$ cat config.mk
export PLATFORM = sky130hd
export DESIGN_NAME = imm_decode_stage
export DESIGN_NICKNAME = d
export VERILOG_FILES = /design/src/rtl/imm_pkg.sv /design/src/rtl/imm_extract.sv /design/src/rtl/imm_decode_stage.sv
export SDC_FILE = /design/constraint.sdc
export NUM_CORES = 1
export LEC_CHECK = 0
export ABC_CLOCK_PERIOD_IN_PS = 4000
export BUFFER_PORTS_ARGS = -buffer_cell sky130_fd_sc_hd__clkbuf_2
export CAP_MARGIN = 20
export CELL_PAD_IN_SITES_DETAIL_PLACEMENT = 0
export CELL_PAD_IN_SITES_GLOBAL_PLACEMENT = 1
export CORE_MARGIN = 2
export CORE_UTILIZATION = 45
export CTS_CLUSTER_DIAMETER = 40
export DETAILED_ROUTE_END_ITERATION = 7
export PLACE_DENSITY_LB_ADDON = 0.1
export SETUP_SLACK_MARGIN = 0.1
export SLEW_MARGIN = 20
export SYNTH_ARGS = -nofsm -noshare
export SYNTH_HDL_FRONTEND = slang
export SYNTH_HIERARCHICAL = 1
export SYNTH_SLANG_ARGS = --single-unit
export TNS_END_PERCENT = 50
$ cat constraint.sdc
create_clock -name clk_i -period 4 [get_ports clk_i]
set_clock_uncertainty 0.2 [all_clocks]
set_input_delay 0.2 -clock clk_i [delete_from_list [all_inputs] [get_ports clk_i]]
set_output_delay 0.2 -clock clk_i [all_outputs]
set_load 0.01 [all_outputs]
$ cat src/rtl/imm_pkg.sv
// Shared types and constants for the RISC-V immediate decode stage.
package imm_pkg;

    localparam int unsigned ILEN  = 32;
    localparam int unsigned FMT_W = 3;
    localparam int unsigned OPC_W = 7;

    typedef enum logic [FMT_W-1:0] {
        IMM_NONE = 3'd0,
        IMM_I    = 3'd1,
        IMM_S    = 3'd2,
        IMM_B    = 3'd3,
        IMM_U    = 3'd4,
        IMM_J    = 3'd5,
        IMM_CI   = 3'd6,
        IMM_CJ   = 3'd7
    } imm_fmt_e;

    localparam logic [OPC_W-1:0] OPC_OPIMM  = 7'b0010011;
    localparam logic [OPC_W-1:0] OPC_LOAD   = 7'b0000011;
    localparam logic [OPC_W-1:0] OPC_JALR   = 7'b1100111;
    localparam logic [OPC_W-1:0] OPC_STORE  = 7'b0100011;
    localparam logic [OPC_W-1:0] OPC_BRANCH = 7'b1100011;
    localparam logic [OPC_W-1:0] OPC_LUI    = 7'b0110111;
    localparam logic [OPC_W-1:0] OPC_AUIPC  = 7'b0010111;
    localparam logic [OPC_W-1:0] OPC_JAL    = 7'b1101111;

endpackage

$ cat src/rtl/imm_extract.sv
// Combinational immediate extraction: instruction word -> sign-extended immediate + format code.
// Compressed (RVC) decode is compiled in only when IMM_RVC_EN is defined.
module imm_extract
    import imm_pkg::*;
#(
    parameter int unsigned XLEN = 32
) (
    input  logic [ILEN-1:0] instr,
    output logic [XLEN-1:0] imm,
    output imm_fmt_e        fmt
);

    logic [ILEN-1:0] imm32;

    // Every format is built as a 32-bit sign-extended value, then widened to XLEN.
    always_comb begin
        imm32 = '0;
        fmt   = IMM_NONE;
`ifdef IMM_RVC_EN
        if (instr[1:0] != 2'b11) begin
            if (instr[1:0] == 2'b01 && (instr[15:13] == 3'b000 || instr[15:13] == 3'b010)) begin
                fmt   = IMM_CI;
                imm32 = {{26{instr[12]}}, instr[12], instr[6:2]};
            end else if (instr[1:0] == 2'b01 && instr[15:13] == 3'b101) begin
                fmt   = IMM_CJ;
                imm32 = {{20{instr[12]}}, instr[12], instr[8], instr[10:9], instr[6],
                         instr[7], instr[2], instr[11], instr[5:3], 1'b0};
            end
        end else
`endif
        begin
            case (instr[OPC_W-1:0])
                OPC_OPIMM, OPC_LOAD, OPC_JALR: begin
                    fmt   = IMM_I;
                    imm32 = {{20{instr[31]}}, instr[31:20]};
                end
                OPC_STORE: begin
                    fmt   = IMM_S;
                    imm32 = {{20{instr[31]}}, instr[31:25], instr[11:7]};
                end
                OPC_BRANCH: begin
                    fmt   = IMM_B;
                    imm32 = {{19{instr[31]}}, instr[31], instr[7], instr[30:25], instr[11:8], 1'b0};
                end
                OPC_LUI, OPC_AUIPC: begin
                    fmt   = IMM_U;
                    imm32 = {instr[31:12], 12'b0};
                end
                OPC_JAL: begin
                    fmt   = IMM_J;
                    imm32 = {{11{instr[31]}}, instr[31], instr[19:12], instr[20], instr[30:21], 1'b0};
                end
                default: ;
            endcase
        end
    end

    assign imm = XLEN'($signed(imm32));

endmodule

$ cat src/rtl/imm_decode_stage.sv
// Pipelined immediate decode stage: decode, then an output register backed by a one-entry skid.
// Optional compressed-instruction decode is enabled by defining IMM_RVC_EN.
module imm_decode_stage
    import imm_pkg::*;
#(
    parameter int unsigned XLEN  = 32,
    parameter int unsigned TAG_W = 32
) (
    input  logic             clk_i,
    input  logic             rst_ni,
    input  logic             flush_i,
    input  logic             in_valid_i,
    output logic             in_ready_o,
    input  logic [ILEN-1:0]  instr_i,
    input  logic [TAG_W-1:0] tag_i,
    output logic             out_valid_o,
    input  logic             out_ready_i,
    output logic [XLEN-1:0]  imm_o,
    output imm_fmt_e         imm_fmt_o,
    output logic [TAG_W-1:0] tag_o
);

    logic [XLEN-1:0]  dec_imm;
    imm_fmt_e         dec_fmt;

    logic             skid_valid, skid_valid_d;
    logic [XLEN-1:0]  skid_imm, skid_imm_d;
    imm_fmt_e         skid_fmt, skid_fmt_d;
    logic [TAG_W-1:0] skid_tag, skid_tag_d;

    logic             out_valid_d, in_ready_d;
    logic [XLEN-1:0]  out_imm_d;
    imm_fmt_e         out_fmt_d;
    logic [TAG_W-1:0] out_tag_d;

    logic             accept, out_free;

    imm_extract #(.XLEN(XLEN)) u_extract (
        .instr (instr_i),
        .imm   (dec_imm),
        .fmt   (dec_fmt)
    );

    assign accept   = in_valid_i && in_ready_o;
    assign out_free = !out_valid_o || out_ready_i;

    // Next-state: skid drains into the output before any new word, keeping FIFO order.
    always_comb begin
        out_valid_d  = out_valid_o;
        out_imm_d    = imm_o;
        out_fmt_d    = imm_fmt_o;
        out_tag_d    = tag_o;
        skid_valid_d = skid_valid;
        skid_imm_d   = skid_imm;
        skid_fmt_d   = skid_fmt;
        skid_tag_d   = skid_tag;

        if (flush_i) begin
            out_valid_d  = 1'b0;
            skid_valid_d = 1'b0;
        end else if (out_free) begin
            if (skid_valid) begin
                out_valid_d  = 1'b1;
                out_imm_d    = skid_imm;
                out_fmt_d    = skid_fmt;
                out_tag_d    = skid_tag;
                skid_valid_d = 1'b0;
            end else if (accept) begin
                out_valid_d = 1'b1;
                out_imm_d   = dec_imm;
                out_fmt_d   = dec_fmt;
                out_tag_d   = tag_i;
            end else begin
                out_valid_d = 1'b0;
            end
        end else if (accept) begin
            skid_valid_d = 1'b1;
            skid_imm_d   = dec_imm;
            skid_fmt_d   = dec_fmt;
            skid_tag_d   = tag_i;
        end

        in_ready_d = !skid_valid_d;
    end

    always_ff @(posedge clk_i or negedge rst_ni) begin
        if (!rst_ni) begin
            out_valid_o <= 1'b0;
            in_ready_o  <= 1'b1;
            imm_o       <= '0;
            imm_fmt_o   <= IMM_NONE;
            tag_o       <= '0;
            skid_valid  <= 1'b0;
            skid_imm    <= '0;
            skid_fmt    <= IMM_NONE;
            skid_tag    <= '0;
        end else begin
            out_valid_o <= out_valid_d;
            in_ready_o  <= in_ready_d;
            imm_o       <= out_imm_d;
            imm_fmt_o   <= out_fmt_d;
            tag_o       <= out_tag_d;
            skid_valid  <= skid_valid_d;
            skid_imm    <= skid_imm_d;
            skid_fmt    <= skid_fmt_d;
            skid_tag    <= skid_tag_d;
        end
    end

endmodule
# Yosys cells after proc, flatten, opt, wreduce, memory -nomap -nowiden
# Cells that the tools add are included.
# totals
output_inout_bits	69
word_cells	44
reg_bits	137
inputBits	69
# classes
eq_ne	8
mux	15
n_reduce_logical	10
bitwise_logic	2
# ops
operator	n
$pmux W32 S5	1
$mux W32	4
$eq A7 B7 Y1 const B	3
$pmux W3 S5	1
$eq A7 B5 Y1 const B	2
$eq A7 B6 Y1 const B	2
$eq A7 B2 Y1 const B	1
$mux W1	7
$mux W3	2
$reduce_and A3 Y1	2
$reduce_bool A2 Y1	2
$reduce_or A3 Y1	1
$logic_not A1 Y1	2
$not A1 Y1	2
$reduce_or A2 Y1	1
$logic_and A1 B1 Y1	1
$logic_or A1 B1 Y1	1

# Depth between registers and ports, before layout
# Gate-level depths: netlist of the first run.
# depth
depth_word	5
depth_mapped	8
ltp_nobuf	6

# By module
# The synthesis of the first run kept the hierarchy.
# modules_own_cells
mod	cells_each	instances	area_per_inst_um2	seq_area_each_um2
imm_decode_stage	370	1	5962.0	3429.5
imm_extract	74	1	516.7	0.0

# Worst setup path before layout of the first run
# No wires, ideal clock.
# synth_path
path_kind	reg2reg
from	register in_ready_o
to	register imm_fmt_o[0]
t_arrival_ns	1.515
period_less_slack_ns	1.840
setup_slack_ns	2.160
setup_ns	0.125
n_path_buf	2
stages_incl_launch_ff	6
t_required_ns	3.675
path_cell_list	dfstp_2 -> a21oi_2 -> nor3_2 -> buf_4 -> buf_4 -> mux2_2
# synth_between
elab_chain_len	3
# synth_lines
element	line	text
start, declared	imm_decode_stage.sv:13	output logic in_ready_o,
start signal, assigned	imm_decode_stage.sv:99	in_ready_o <= in_ready_d;
$logic_and A1 B1 Y1	imm_decode_stage.sv:44	assign accept = in_valid_i && in_ready_o;
$reduce_bool A2 Y1 (no line)	n/a	
$reduce_and A3 Y1 (no line)	n/a	
end signal, assigned	imm_decode_stage.sv:101	imm_fmt_o <= out_fmt_d;
end, declared	imm_decode_stage.sv:19	output imm_fmt_e imm_fmt_o,
# Every way passes these cells.
# A chain may end at the register's enable or synchronous reset.

# Worst setup path after layout of the first run
# layout_path
from	input port out_ready_i
to	register skid_tag[0]
# layout_between
elab_chain_len	3
# layout_lines
element	line	text
start, declared	imm_decode_stage.sv:17	input logic out_ready_i,
$logic_or A1 B1 Y1	imm_decode_stage.sv:45	assign out_free = !out_valid_o || out_ready_i;
$not A1 Y1 (no line)	n/a	
$reduce_and A3 Y1 (no line)	n/a	
end signal, assigned	imm_decode_stage.sv:106	skid_tag <= skid_tag_d;
end, declared	imm_decode_stage.sv:29	logic [TAG_W-1:0] skid_tag, skid_tag_d;
# Every way passes these cells.

==> flow_results.xml, run 1 <==
<?xml version="1.0" encoding="UTF-8"?>
<metrics>
  <group name="layout">
    <metric name="layout-drive-gt1-share" unit="%">56.3</metric>
    <metric name="fin_area" unit="um^2">8470</metric>
    <metric name="post_layout_nets" unit="">711</metric>
    <metric name="layoutNonFillerInstCount" unit="">835</metric>
    <metric name="layout-area-overhead-vs-synth" unit="%">30.8</metric>
    <metric name="num_antenna_cells" unit="">0</metric>
  </group>
  <group name="pwr">
    <metric name="clockPowerShare" unit="%">42.8</metric>
    <metric name="power.ir.vdd_worst" unit="mV">0.270</metric>
    <metric name="power.density" unit="nW/um^2">454</metric>
    <metric name="p_int" unit="mW">2.95</metric>
    <metric name="power.combinational.fraction" unit="%">13.8</metric>
    <metric name="power.switching" unit="uW">899</metric>
    <metric name="power.share.switching" unit="%">23.4</metric>
    <metric name="p_seq_share" unit="%">43.4</metric>
    <metric name="standby_leakage_power" unit="nW">4.27</metric>
  </group>
  <group name="sta">
    <metric name="fin_setup_tns" unit="ns">0</metric>
    <metric name="tightest_slew" unit="ns">0.948</metric>
    <metric name="max_freq" unit="MHz">393</metric>
    <metric name="hold_violations" unit="">0</metric>
    <metric name="slew_headroom" unit="%">36.8</metric>
    <metric name="finalSetupViolCount" unit="">0</metric>
    <metric name="finalCritPeriodShare" unit="%">63.6</metric>
    <metric name="timing_max_transition_violations_final" unit="">0</metric>
    <metric name="grt_setup_unrepaired" unit="">no</metric>
    <metric name="layout_min_cycle_time" unit="ns">2.54</metric>
  </group>
  <group name="drt">
    <metric name="drt_iter0_drc" unit="">169</metric>
    <metric name="routed_via_density" unit="">5.12</metric>
    <metric name="detail_route.wl_per_cell" unit="um">16.2</metric>
    <metric name="drc_errors" unit="">0</metric>
    <metric name="via_count" unit="">4272</metric>
    <metric name="detail-route-antenna-nets" unit="">0</metric>
    <metric name="first_pass_iters" unit="">4</metric>
    <metric name="totalWireLength" unit="um">13600</metric>
  </group>
  <group name="global_route">
    <metric name="grt_max_degree" unit="">84</metric>
    <metric name="grt_pass1_vias" unit="">4419</metric>
    <metric name="grt_pass1_wl" unit="um">22200</metric>
    <metric name="globalRouteOverflowTotal" unit="">0</metric>
    <metric name="antenna_found_initial" unit="">0</metric>
    <metric name="grt_use_total" unit="%">19.0</metric>
  </group>
  <group name="floorplanning">
    <metric name="fp.coreArea" unit="um^2">14000</metric>
    <metric name="pin_count" unit="">138</metric>
    <metric name="die_area" unit="um^2">15400</metric>
    <metric name="floorplan.die.height" unit="um">124</metric>
    <metric name="floorplan.initialDensity" unit="%">46.3</metric>
    <metric name="number_of_placement_rows" unit="">43</metric>
    <metric name="die_x" unit="um">124</metric>
  </group>
  <group name="place">
    <metric name="place.port_buffers" unit="">137</metric>
    <metric name="gp_routability_congestion" unit="">0.879</metric>
    <metric name="dp.cells" unit="">740</metric>
    <metric name="detailedPlacementHpwl" unit="um">8610</metric>
    <metric name="placed_cell_area" unit="um^2">7210</metric>
  </group>
  <group name="critical_path">
    <metric name="timing.critical_path.required" unit="ns">4.10</metric>
    <metric name="path_cells" unit="">dlygate4sd3_1, clkbuf_2, or3b_4, nor2_4, buf_12, mux2_2</metric>
    <metric name="classification_of_the_worst_setup_path" unit="">primary input to flop</metric>
    <metric name="critical_path_buffers_and_inverters" unit="">3</metric>
    <metric name="worst_path_max_delay_cell" unit="">sky130_fd_sc_hd__nor2_4</metric>
    <metric name="crit_family" unit="">simple AND/OR/NAND/NOR gates</metric>
    <metric name="setup.worst_path.start_class" unit="">primary input</metric>
    <metric name="cp-end-kind" unit="">flop</metric>
    <metric name="critPathMaxFanout" unit="">42</metric>
    <metric name="worstPathArrival" unit="ns">2.64</metric>
    <metric name="max_incr_delay_on_cp" unit="ns">0.65</metric>
  </group>
  <group name="clock_tree">
    <metric name="cts_sinks" unit="">137</metric>
    <metric name="tritoncts_clock_tree" unit="">done</metric>
    <metric name="clock_insertion_delay_worst_skew" unit="ns">0.41</metric>
    <metric name="clock_tree.buffer_depth" unit="">2</metric>
    <metric name="cts_buffers" unit="">17</metric>
    <metric name="cts_root_buf" unit="">sky130_fd_sc_hd__clkbuf_16</metric>
    <metric name="cts.clk_slew.worst_paths" unit="ns">0.06</metric>
    <metric name="htree_num_levels" unit="">4</metric>
  </group>
  <group name="synth">
    <metric name="synthSimpleGateAreaFrac" unit="%">3.46</metric>
    <metric name="postSynthAreaPerCell" unit="um^2">14.6</metric>
    <metric name="synthCells" unit="">444</metric>
    <metric name="synth_xor_area_share" unit="%">0</metric>
    <metric name="compound_gate_fraction_of_synth_area" unit="%">4.63</metric>
    <metric name="synth_fa_ha_area_share" unit="%">0</metric>
    <metric name="ys_async_sr_fraction" unit="%">100</metric>
    <metric name="ys.warnings.count" unit="">6</metric>
    <metric name="synth_flop_cell" unit="">sky130_fd_sc_hd__dfrtp_1</metric>
    <metric name="ys_types" unit="">44</metric>
    <metric name="synth_area" unit="um^2">6480</metric>
    <metric name="dominant_combinational_cell_family_by_area_after_synthesis" unit="">multiplexers</metric>
    <metric name="synth.mux.area_fraction" unit="%">34.9</metric>
    <metric name="syn-num-nets" unit="">513</metric>
    <metric name="yosys_register_bits" unit="">137</metric>
    <metric name="number_of_synthesized_flops_with_an_enable_pin" unit="">0</metric>
    <metric name="synth.yosys.seq_area_share" unit="%">52.9</metric>
  </group>
  <group name="job">
    <metric name="maxCapViolations" unit="">0</metric>
  </group>
  <group name="worst_hold_path">
    <metric name="type_of_the_worst_min_delay_path" unit="">primary input to flop</metric>
  </group>
  <group name="run_status">
    <metric name="run_status" unit="">finished clean</metric>
  </group>
</metrics>
-- registers in the layout, summed over array words and instances (netlist names) --
name / flops
tag_o: 32
imm_fmt_o: 3
skid_valid: 1
in_ready_o: 1
out_valid_o: 1
skid_imm: 32
skid_fmt: 3
skid_tag: 32
imm_o: 32
-- placed cells by master (no fill, tap or decap), drive strengths merged, types with 2 or more instances in the layout --
cell type / netlist / routed
a22o: 4 / 4
o2111ai: 2 / 2
clkinvlp: 0 / 4
o21ai: 5 / 5
bufinv: 0 / 4
clkinv: 0 / 5
clkbuf: 3 / 155
nand3: 2 / 2
inv: 6 / 6
nand2: 6 / 6
a21oi: 4 / 4
and2: 7 / 7
dlygate4sd3: 0 / 63
a21o: 19 / 19
buf: 23 / 6
and3: 3 / 3
nor2: 6 / 6
nor3: 2 / 2
mux2: 201 / 201
dfrtp: 136 / 136
-- cells by family after synthesis --
| kind of cell | Yosys count |
|---|---|
| multiplexers | 201 |
| AND/OR/NAND/NOR | 35 |
| AO/OA/AOI/OAI | 39 |
| buffers and inverters | 32 |
| flip-flops | 137 |
-- final cells by class --
| cell class | instances | area (um^2) |
|---|---|---|
| fill | 1181 | 5520 |
| sequential | 137 | 3430 |
| multi-input combinational | 275 | 2790 |
| timing repair buffer | 205 | 1370 |
| clock buffer | 19 | 453 |
| tap | 180 | 225 |
| clock inverter | 13 | 175 |
| inverter | 6 | 22.5 |
-- cells in the mapped netlist (3+ instances only) --
cell type,number,area (um^2)
sky130_fd_sc_hd__a22o_2,4,40.0
sky130_fd_sc_hd__a21o_1,12,90.1
sky130_fd_sc_hd__buf_4,8,60.1
sky130_fd_sc_hd__nand2_1,6,22.5
sky130_fd_sc_hd__buf_12,3,60.1
sky130_fd_sc_hd__buf_6,6,67.6
sky130_fd_sc_hd__nor2_1,4,15.0
sky130_fd_sc_hd__and2_1,7,43.8
sky130_fd_sc_hd__o21ai_0,4,20.0
sky130_fd_sc_hd__buf_2,5,25.0
sky130_fd_sc_hd__inv_1,6,22.5
sky130_fd_sc_hd__clkbuf_1,3,11.3
sky130_fd_sc_hd__mux2_2,171,1930
sky130_fd_sc_hd__a21o_2,7,61.3
sky130_fd_sc_hd__dfrtp_1,136,3400
sky130_fd_sc_hd__mux2_1,30,338
-- layer usage --
metal  wire length, um  GRT usage, %  vias up
met3               807          4.99       13
met1              6050          25.3     2136
met5                 0             0        -
li1                  -             -     2014
met2              6510          30.1      109
met4               202          7.02        0
-- tightest hold or removal path: stages --
cell                       delay, ns
sky130_fd_sc_hd__clkbuf_2       0.13
sky130_fd_sc_hd__or3b_4         0.15
sky130_fd_sc_hd__or2_2          0.12
-- power by group through the flow --
stage	Combinational, mW	Clock [mW]	Sequential [mW]
2_1_floorplan	0.267	0	1.71
3_3_place_gp	0.483	0	1.68
3_5_place_dp	0.495	0	1.69
4_1_cts	0.542	1.69	1.67
5_1_grt	0.589	1.75	1.69
6_report	0.532	1.65	1.67
-- metrics by stage --
stage | total power [mW] | setup slack (ns) | utilization, % | hold slack, ns
2_1_floorplan | 1.98 | 2.16 | - | -0.296
3_3_place_gp | 2.17 | 1.56 | 51.6 | 0.0970
3_5_place_dp | 2.19 | 1.51 | 51.6 | 0.102
4_1_cts | 3.91 | 1.45 | 60.6 | 0.00408
5_1_grt | 4.04 | 1.35 | 60.6 | 0.0249
6_report | 3.85 | 1.46 | 60.6 | 0.0238
-- final timing paths --
check | from | end | slack [ns] | depth (start not counted)
hold reg to reg | skid_imm[4] | skid_imm[4] | 0.28 | 1
min in group asynchronous | rst_ni | imm_o[6] | 0.17 | 2
hold / removal | flush_i | in_ready_o | 0.02 | 3
setup / recovery | out_ready_i | skid_tag[0] | 1.46 | 6
max in group asynchronous | rst_ni | tag_o[2] | 2.51 | 3
setup reg to reg | out_valid_o | skid_tag[0] | 1.54 | 4
-- repair_timing --
item	CTS	global route
endpoints found under the setup margin	0	0
setup buffers	0	0
endpoints found under the hold margin	176	0
hold buffers	63	0
gates resized for setup	0	0
Power figures use the tool's default switching activity.
==> inputs of run 2 (changes only) <==
- ABC_AREA: default -> 1
- ABC_CLOCK_PERIOD_IN_PS: 4000 -> 2440
- CORE_UTILIZATION: 45 -> 39
- clock period: 4 -> 2.44 ns (I/O delays scaled with it)
==> flow_results.xml, run 2 <==
<?xml version="1.0" encoding="UTF-8"?>
<metrics>
  <group name="drt">
    <metric name="detail_route.wl_per_cell" unit="um">14.7</metric>
    <metric name="routed_via_density" unit="">4.83</metric>
    <metric name="detail-route-antenna-nets" unit="">0</metric>
    <metric name="drt_iter0_drc" unit="">376</metric>
    <metric name="first_pass_iters" unit="">5</metric>
    <metric name="via_count" unit="">6727</metric>
    <metric name="totalWireLength" unit="um">20500</metric>
    <metric name="drc_errors" unit="">0</metric>
  </group>
  <group name="critical_path">
    <metric name="regToRegStartpoint" unit="">out_valid_o</metric>
    <metric name="slack_of_the_worst_reg_to_reg_path" unit="ns">0.36</metric>
    <metric name="classification_of_the_worst_setup_path" unit="">flop to flop</metric>
    <metric name="setup.worst_path.start_class" unit="">flop</metric>
    <metric name="critPathMaxFanout" unit="">47</metric>
    <metric name="worstPathArrival" unit="ns">2.18</metric>
    <metric name="cp-end-kind" unit="">flop</metric>
    <metric name="reg2reg_depth" unit="">5</metric>
    <metric name="timing.critical_path.required" unit="ns">2.54</metric>
    <metric name="timing.rr.end" unit="">out_valid_o</metric>
  </group>
  <group name="worst_hold_path">
    <metric name="type_of_the_worst_min_delay_path" unit="">primary input to flop</metric>
    <metric name="whs_endpoint" unit="">imm_o[2]</metric>
    <metric name="timing.hold.worst_path_depth" unit="">7</metric>
    <metric name="hp-start" unit="">instr_i[22]</metric>
  </group>
  <group name="sta">
    <metric name="fin_setup_tns" unit="ns">0</metric>
    <metric name="layout_min_cycle_time" unit="ns">2.08</metric>
    <metric name="holdWs" unit="ns">0.0126</metric>
    <metric name="finalSetupViolCount" unit="">0</metric>
    <metric name="slew_headroom" unit="%">45.3</metric>
    <metric name="final_critical_path_setup_slack" unit="ns">0.363</metric>
    <metric name="grt_setup_unrepaired" unit="">no</metric>
    <metric name="timing_max_transition_violations_final" unit="">0</metric>
    <metric name="tightest_slew" unit="ns">0.820</metric>
    <metric name="max_freq" unit="MHz">481</metric>
    <metric name="finalCritPeriodShare" unit="%">85.1</metric>
    <metric name="hold_violations" unit="">0</metric>
  </group>
  <group name="pwr">
    <metric name="standby_leakage_power" unit="nW">5.36</metric>
    <metric name="design_power_total" unit="mW">6.47</metric>
    <metric name="p_seq_share" unit="%">41.6</metric>
    <metric name="power.ir.vdd_worst" unit="mV">0.447</metric>
    <metric name="clockPowerShare" unit="%">44.4</metric>
    <metric name="power.combinational.fraction" unit="%">14.0</metric>
    <metric name="power.share.switching" unit="%">26.2</metric>
    <metric name="power.density" unit="nW/um^2">710</metric>
    <metric name="p_int" unit="mW">4.77</metric>
    <metric name="power.switching" unit="mW">1.69</metric>
  </group>
  <group name="synth">
    <metric name="synth_largest_type_area_fraction" unit="%">48.9</metric>
    <metric name="synthCells" unit="">978</metric>
    <metric name="number_of_synthesized_flops_with_an_enable_pin" unit="">0</metric>
    <metric name="yosys_register_bits" unit="">137</metric>
    <metric name="ys_async_sr_fraction" unit="%">100</metric>
    <metric name="synth.yosys.seq_area_share" unit="%">49.3</metric>
    <metric name="synth_common_cells" unit="">sky130_fd_sc_hd__nand2_1 (548), sky130_fd_sc_hd__nand3_1 (162), sky130_fd_sc_hd__dfrtp_1 (136), sky130_fd_sc_hd__buf_2 (34), sky130_fd_sc_hd__inv_1 (27)</metric>
    <metric name="syn-num-nets" unit="">1047</metric>
    <metric name="synthMostInstantiatedCell" unit="">sky130_fd_sc_hd__nand2_1</metric>
    <metric name="synth_area" unit="um^2">6950</metric>
    <metric name="postSynthAreaPerCell" unit="um^2">7.11</metric>
    <metric name="synth_flop_cell" unit="">sky130_fd_sc_hd__dfrtp_1</metric>
    <metric name="synth.area.top_cells" unit="">sky130_fd_sc_hd__dfrtp_1 (49%), sky130_fd_sc_hd__nand2_1 (30%), sky130_fd_sc_hd__nand3_1 (12%), sky130_fd_sc_hd__buf_2 (2.4%), sky130_fd_sc_hd__inv_1 (1.5%)</metric>
    <metric name="ys_types" unit="">19</metric>
    <metric name="synthDominantAreaCellType" unit="">sky130_fd_sc_hd__dfrtp_1</metric>
    <metric name="ys.warnings.count" unit="">6</metric>
  </group>
  <group name="global_route">
    <metric name="grt_pass1_vias" unit="">6477</metric>
    <metric name="grt_use_total" unit="%">22.0</metric>
    <metric name="antenna_found_initial" unit="">0</metric>
    <metric name="grt_pass1_wl" unit="um">32500</metric>
    <metric name="grt_max_degree" unit="">69</metric>
    <metric name="globalRouteOverflowTotal" unit="">0</metric>
  </group>
  <group name="floorplanning">
    <metric name="die_x" unit="um">138</metric>
    <metric name="pin_count" unit="">138</metric>
    <metric name="die_area" unit="um^2">18900</metric>
    <metric name="number_of_placement_rows" unit="">48</metric>
    <metric name="floorplan.initialDensity" unit="%">40.1</metric>
    <metric name="floorplan.die.height" unit="um">138</metric>
    <metric name="fp.coreArea" unit="um^2">17400</metric>
  </group>
  <group name="layout">
    <metric name="layoutNonFillerInstCount" unit="">1392</metric>
    <metric name="layout-area-overhead-vs-synth" unit="%">31.0</metric>
    <metric name="post_layout_nets" unit="">1223</metric>
    <metric name="layout.cells.most_common_list" unit="">sky130_fd_sc_hd__nand2_1 (548), sky130_fd_sc_hd__nand3_1 (161), sky130_fd_sc_hd__clkbuf_2 (136), sky130_fd_sc_hd__dfrtp_1 (135), sky130_fd_sc_hd__dlygate4sd3_1 (61)</metric>
    <metric name="n_fill_cell" unit="">1788</metric>
    <metric name="num_antenna_cells" unit="">0</metric>
    <metric name="ff_latch_area" unit="um^2">3430</metric>
    <metric name="multiInputGateArea" unit="um^2">3130</metric>
    <metric name="mostFrequentLayoutCell" unit="">sky130_fd_sc_hd__nand2_1</metric>
    <metric name="fin_area" unit="um^2">9110</metric>
    <metric name="layout-drive-gt1-share" unit="%">17.8</metric>
    <metric name="final_util" unit="%">52.5</metric>
  </group>
  <group name="clock_tree">
    <metric name="clock_insertion_delay_worst_skew" unit="ns">0.42</metric>
    <metric name="cts_buffers" unit="">17</metric>
    <metric name="cts_sinks" unit="">137</metric>
    <metric name="clock_tree.buffer_depth" unit="">2</metric>
    <metric name="cts.clk_slew.worst_paths" unit="ns">0.06</metric>
    <metric name="tritoncts_clock_tree" unit="">done</metric>
    <metric name="htree_num_levels" unit="">4</metric>
    <metric name="cts-resized-gates" unit="">0</metric>
    <metric name="cts_root_buf" unit="">sky130_fd_sc_hd__clkbuf_16</metric>
  </group>
  <group name="job">
    <metric name="maxCapViolations" unit="">0</metric>
  </group>
  <group name="place">
    <metric name="placed_cell_area" unit="um^2">7820</metric>
    <metric name="place.port_buffers" unit="">137</metric>
    <metric name="preCtsSetupSlack" unit="ns">0.540</metric>
    <metric name="gp_routability_congestion" unit="">0.827</metric>
    <metric name="detailedPlacementHpwl" unit="um">12100</metric>
    <metric name="dp.cells" unit="">1296</metric>
  </group>
  <group name="run_status">
    <metric name="run_status" unit="">finished clean</metric>
  </group>
</metrics>
[run 2: what timing repair did]
action	4_1_cts	5_1_grt
endpoints found under the setup margin	0	1
endpoints found under the hold margin	217	0
hold buffers	61	0
setup buffers	0	2
[run 2: final cells by class]
cell class                      count  area share, %
Timing Repair Buffer              217           16.5
Clock inverter                     11           2.11
Tap cell                          225           3.09
Sequential cell                   137           37.7
Clock buffer                       21           5.05
Multi-Input combinational cell    751           34.3
Inverter                           30           1.24
[run 2: logic make-up (layout without fill, tap and decap cells)]
kind of cell	count (synthesis)	in the layout	synth area share [%]
simple gates	741	742	43.7
buf+inv	91	279	6.23
compound gates	9	9	0.702
flops	137	137	49.3
[run 2: metal layers]
metal / vias to the layer above / GRT usage [%] / wire, um
met5: - / 0 / 0
li1: 3399 / - / -
met3: 15 / 3.57 / 846
met4: 0 / 6.01 / 199
met1: 3162 / 28.9 / 9730
met2: 151 / 37.8 / 9720
[run 2: worst max path at each step]
stage / cells past startpoint / endpoint / startpoint
3_5_place_dp: 12 / imm_o[11] / instr_i[3]
3_3_place_gp: 12 / imm_o[11] / instr_i[3]
5_1_grt: 5 / out_valid_o / out_valid_o
4_1_cts: 6 / out_valid_o / in_ready_o
2_1_floorplan: 7 / skid_imm[10] / in_ready_o
6_report: 5 / out_valid_o / out_valid_o
[run 2: worst max-delay path: stages (launching register included)]
cell and delay, ns:
sky130_fd_sc_hd__dfrtp_1 0.43, sky130_fd_sc_hd__nand2_1 0.22, sky130_fd_sc_hd__nand3_4 0.17, sky130_fd_sc_hd__buf_12 0.24, sky130_fd_sc_hd__o21ai_0 0.13, sky130_fd_sc_hd__dlygate4sd3_1 0.57
[run 2: power groups by stage]
stage                     Sequential, mW  Clock [mW]  Combinational, mW
after CTS                           2.69        2.94              0.911
after global placement              2.72           0              0.829
after global routing                2.73        3.03               1.03
after floorplan                     2.77           0              0.410
final                               2.69        2.87              0.903
after detailed placement            2.73           0              0.836
==> inputs of run 3 (changes only) <==
- BUFFER_PORTS_ARGS: -buffer_cell sky130_fd_sc_hd__clkbuf_2 -> -buffer_cell sky130_fd_sc_hd__buf_2
==> flow_results.xml, run 3 (synthesis results as in run 2) <==
<?xml version="1.0" encoding="UTF-8"?>
<metrics>
  <group name="run_status">
    <metric name="run_status" unit="">finished clean</metric>
  </group>
  <group name="sta">
    <metric name="grt_setup_unrepaired" unit="">no</metric>
    <metric name="finalCritPeriodShare" unit="%">84.5</metric>
    <metric name="max_freq" unit="MHz">485</metric>
    <metric name="tightest_slew" unit="ns">0.798</metric>
    <metric name="timing_max_transition_violations_final" unit="">0</metric>
    <metric name="layout_min_cycle_time" unit="ns">2.06</metric>
    <metric name="hold_violations" unit="">0</metric>
    <metric name="fin_setup_tns" unit="ns">0</metric>
    <metric name="holdWs" unit="ns">0.0274</metric>
    <metric name="slew_headroom" unit="%">46.8</metric>
    <metric name="finalSetupViolCount" unit="">0</metric>
  </group>
  <group name="floorplanning">
    <metric name="fp.coreArea" unit="um^2">17400</metric>
    <metric name="number_of_placement_rows" unit="">48</metric>
    <metric name="floorplan.die.height" unit="um">138</metric>
    <metric name="floorplan.initialDensity" unit="%">40.1</metric>
    <metric name="pin_count" unit="">138</metric>
    <metric name="die_area" unit="um^2">18900</metric>
    <metric name="die_x" unit="um">138</metric>
  </group>
  <group name="drt">
    <metric name="drc_errors" unit="">0</metric>
    <metric name="totalWireLength" unit="um">20400</metric>
    <metric name="routed_via_density" unit="">4.82</metric>
    <metric name="first_pass_iters" unit="">5</metric>
    <metric name="detail-route-antenna-nets" unit="">0</metric>
    <metric name="drt_iter0_drc" unit="">371</metric>
    <metric name="detail_route.wl_per_cell" unit="um">14.7</metric>
    <metric name="via_count" unit="">6718</metric>
  </group>
  <group name="critical_path">
    <metric name="worst_path_most_repeated_cell" unit="">sky130_fd_sc_hd__dlygate4sd3_1</metric>
    <metric name="reg2reg_depth" unit="">5</metric>
    <metric name="crit_path_start" unit="">rst_ni</metric>
    <metric name="classification_of_the_worst_setup_path" unit="">primary input to asynchronous set/reset pin</metric>
    <metric name="slack_of_the_worst_reg_to_reg_path" unit="ns">0.43</metric>
    <metric name="critPathMaxFanout" unit="">36</metric>
    <metric name="worstPathArrival" unit="ns">2.41</metric>
    <metric name="cp-end-kind" unit="">asynchronous set/reset pin</metric>
    <metric name="setup.worst_path.start_class" unit="">primary input</metric>
    <metric name="regToRegStartpoint" unit="">in_ready_o</metric>
    <metric name="timing.critical_path.required" unit="ns">2.79</metric>
    <metric name="max_incr_delay_on_cp" unit="ns">0.89</metric>
    <metric name="path_cells" unit="">dlygate4sd3_1, dlygate4sd3_1, buf_6, dlygate4sd3_1</metric>
    <metric name="worst_path_max_delay_cell" unit="">sky130_fd_sc_hd__dlygate4sd3_1</metric>
    <metric name="timing.critical_path.to" unit="">skid_imm[5]</metric>
    <metric name="timing.rr.end" unit="">out_valid_o</metric>
  </group>
  <group name="clock_tree">
    <metric name="cts_buffers" unit="">17</metric>
    <metric name="cts_sinks" unit="">137</metric>
    <metric name="hold_buffers" unit="">64</metric>
    <metric name="cts_root_buf" unit="">sky130_fd_sc_hd__clkbuf_16</metric>
    <metric name="post_cts_buffers" unit="">0</metric>
    <metric name="clock_tree.buffer_depth" unit="">2</metric>
    <metric name="tritoncts_clock_tree" unit="">done</metric>
    <metric name="cts-resized-gates" unit="">0</metric>
    <metric name="cts.clk_slew.worst_paths" unit="ns">0.06</metric>
    <metric name="clock_insertion_delay_worst_skew" unit="ns">0.42</metric>
    <metric name="htree_num_levels" unit="">4</metric>
  </group>
  <group name="pwr">
    <metric name="power.switching" unit="mW">1.71</metric>
    <metric name="power.combinational.fraction" unit="%">14.4</metric>
    <metric name="p_seq_share" unit="%">42.7</metric>
    <metric name="power.share.switching" unit="%">27.2</metric>
    <metric name="clockPowerShare" unit="%">42.9</metric>
    <metric name="p_int" unit="mW">4.58</metric>
    <metric name="power.ir.vdd_worst" unit="mV">0.496</metric>
    <metric name="standby_leakage_power" unit="nW">5.37</metric>
    <metric name="design_power_total" unit="mW">6.28</metric>
    <metric name="power.density" unit="nW/um^2">691</metric>
  </group>
  <group name="layout">
    <metric name="layout-drive-gt1-share" unit="%">17.8</metric>
    <metric name="multiInputGateArea" unit="um^2">3120</metric>
    <metric name="post_layout_nets" unit="">1224</metric>
    <metric name="num_antenna_cells" unit="">0</metric>
    <metric name="mostFrequentLayoutCell" unit="">sky130_fd_sc_hd__nand2_1</metric>
    <metric name="fin_area" unit="um^2">9090</metric>
    <metric name="n_fill_cell" unit="">1817</metric>
    <metric name="layout-area-overhead-vs-synth" unit="%">30.8</metric>
    <metric name="ff_latch_area" unit="um^2">3430</metric>
    <metric name="layout.cells.most_common_list" unit="">sky130_fd_sc_hd__nand2_1 (548), sky130_fd_sc_hd__nand3_1 (161), sky130_fd_sc_hd__buf_2 (136), sky130_fd_sc_hd__dfrtp_1 (135), sky130_fd_sc_hd__dlygate4sd3_1 (64)</metric>
  </group>
  <group name="place">
    <metric name="gp_routability_congestion" unit="">0.791</metric>
    <metric name="placed_cell_area" unit="um^2">7830</metric>
    <metric name="place.port_buffers" unit="">137</metric>
    <metric name="detailedPlacementHpwl" unit="um">12200</metric>
  </group>
  <group name="global_route">
    <metric name="grt_pass1_vias" unit="">6655</metric>
    <metric name="grt_max_degree" unit="">69</metric>
    <metric name="grt_pass1_wl" unit="um">34100</metric>
    <metric name="globalRouteOverflowTotal" unit="">0</metric>
    <metric name="grt_use_total" unit="%">23.1</metric>
    <metric name="antenna_found_initial" unit="">0</metric>
  </group>
  <group name="worst_hold_path">
    <metric name="type_of_the_worst_min_delay_path" unit="">primary input to flop</metric>
  </group>
  <group name="job">
    <metric name="maxCapViolations" unit="">0</metric>
  </group>
</metrics>
run 3: worst min-delay path by stage:
| stage | startpoint | end | slack (ns) | cells past startpoint |
|---|---|---|---|---|
| floorplan | rst_ni | imm_fmt_o[0] | -0.37 | 0 |
| global placement | rst_ni | imm_o[6] | -0.12 | 1 |
| detailed placement | rst_ni | imm_o[10] | -0.12 | 1 |
| CTS | instr_i[24] | skid_imm[24] | 0.002 | 7 |
| global route | instr_i[31] | skid_imm[31] | 0.05 | 5 |
| finish | instr_i[31] | skid_imm[31] | 0.03 | 5 |
run 3: critical path: cells and delay by family:
kind | cells | cell delay, ns
buffers and inverters | 4 | 2.29
run 3: area by class of cell:
cell class                 instances  area share, %
multi-input combinational        750           34.3
tap                              225           3.10
clock buffer                      19           4.98
inverter                          30           1.24
clock inverter                    13           1.86
timing repair buffer             219           16.8
sequential                       137           37.7
run 3: power groups by stage:
stage	Combinational (mW)	Clock [mW]	Sequential, mW
detailed placement	0.845	0	2.73
CTS	0.922	2.76	2.69
finish	0.904	2.69	2.69
global placement	0.834	0	2.72
global route	1.04	2.84	2.72
floorplan	0.410	0	2.77
run 3: layer usage:
| layer | vias to the layer above | global-route usage (%) | part of all wire, % |
|---|---|---|---|
| met2 | 154 | 38.9 | 48 |
| met1 | 3143 | 30.9 | 47 |
| met4 | 0 | 6.07 | 1.2 |
| met5 | - | 0 | 0 |
| met3 | 19 | 4.01 | 4.1 |
| li1 | 3402 | - | - |
run 3: through the flow:
stage                     worst slack, ns  instances  utilization, %
final                               0.378       1393            52.4
after global routing                0.250       1393            52.4
after CTS                           0.348       1393            52.4
after detailed placement            0.492       1297            45.1
after global placement              0.502       1297            45.1
after floorplan                     0.887        978               -
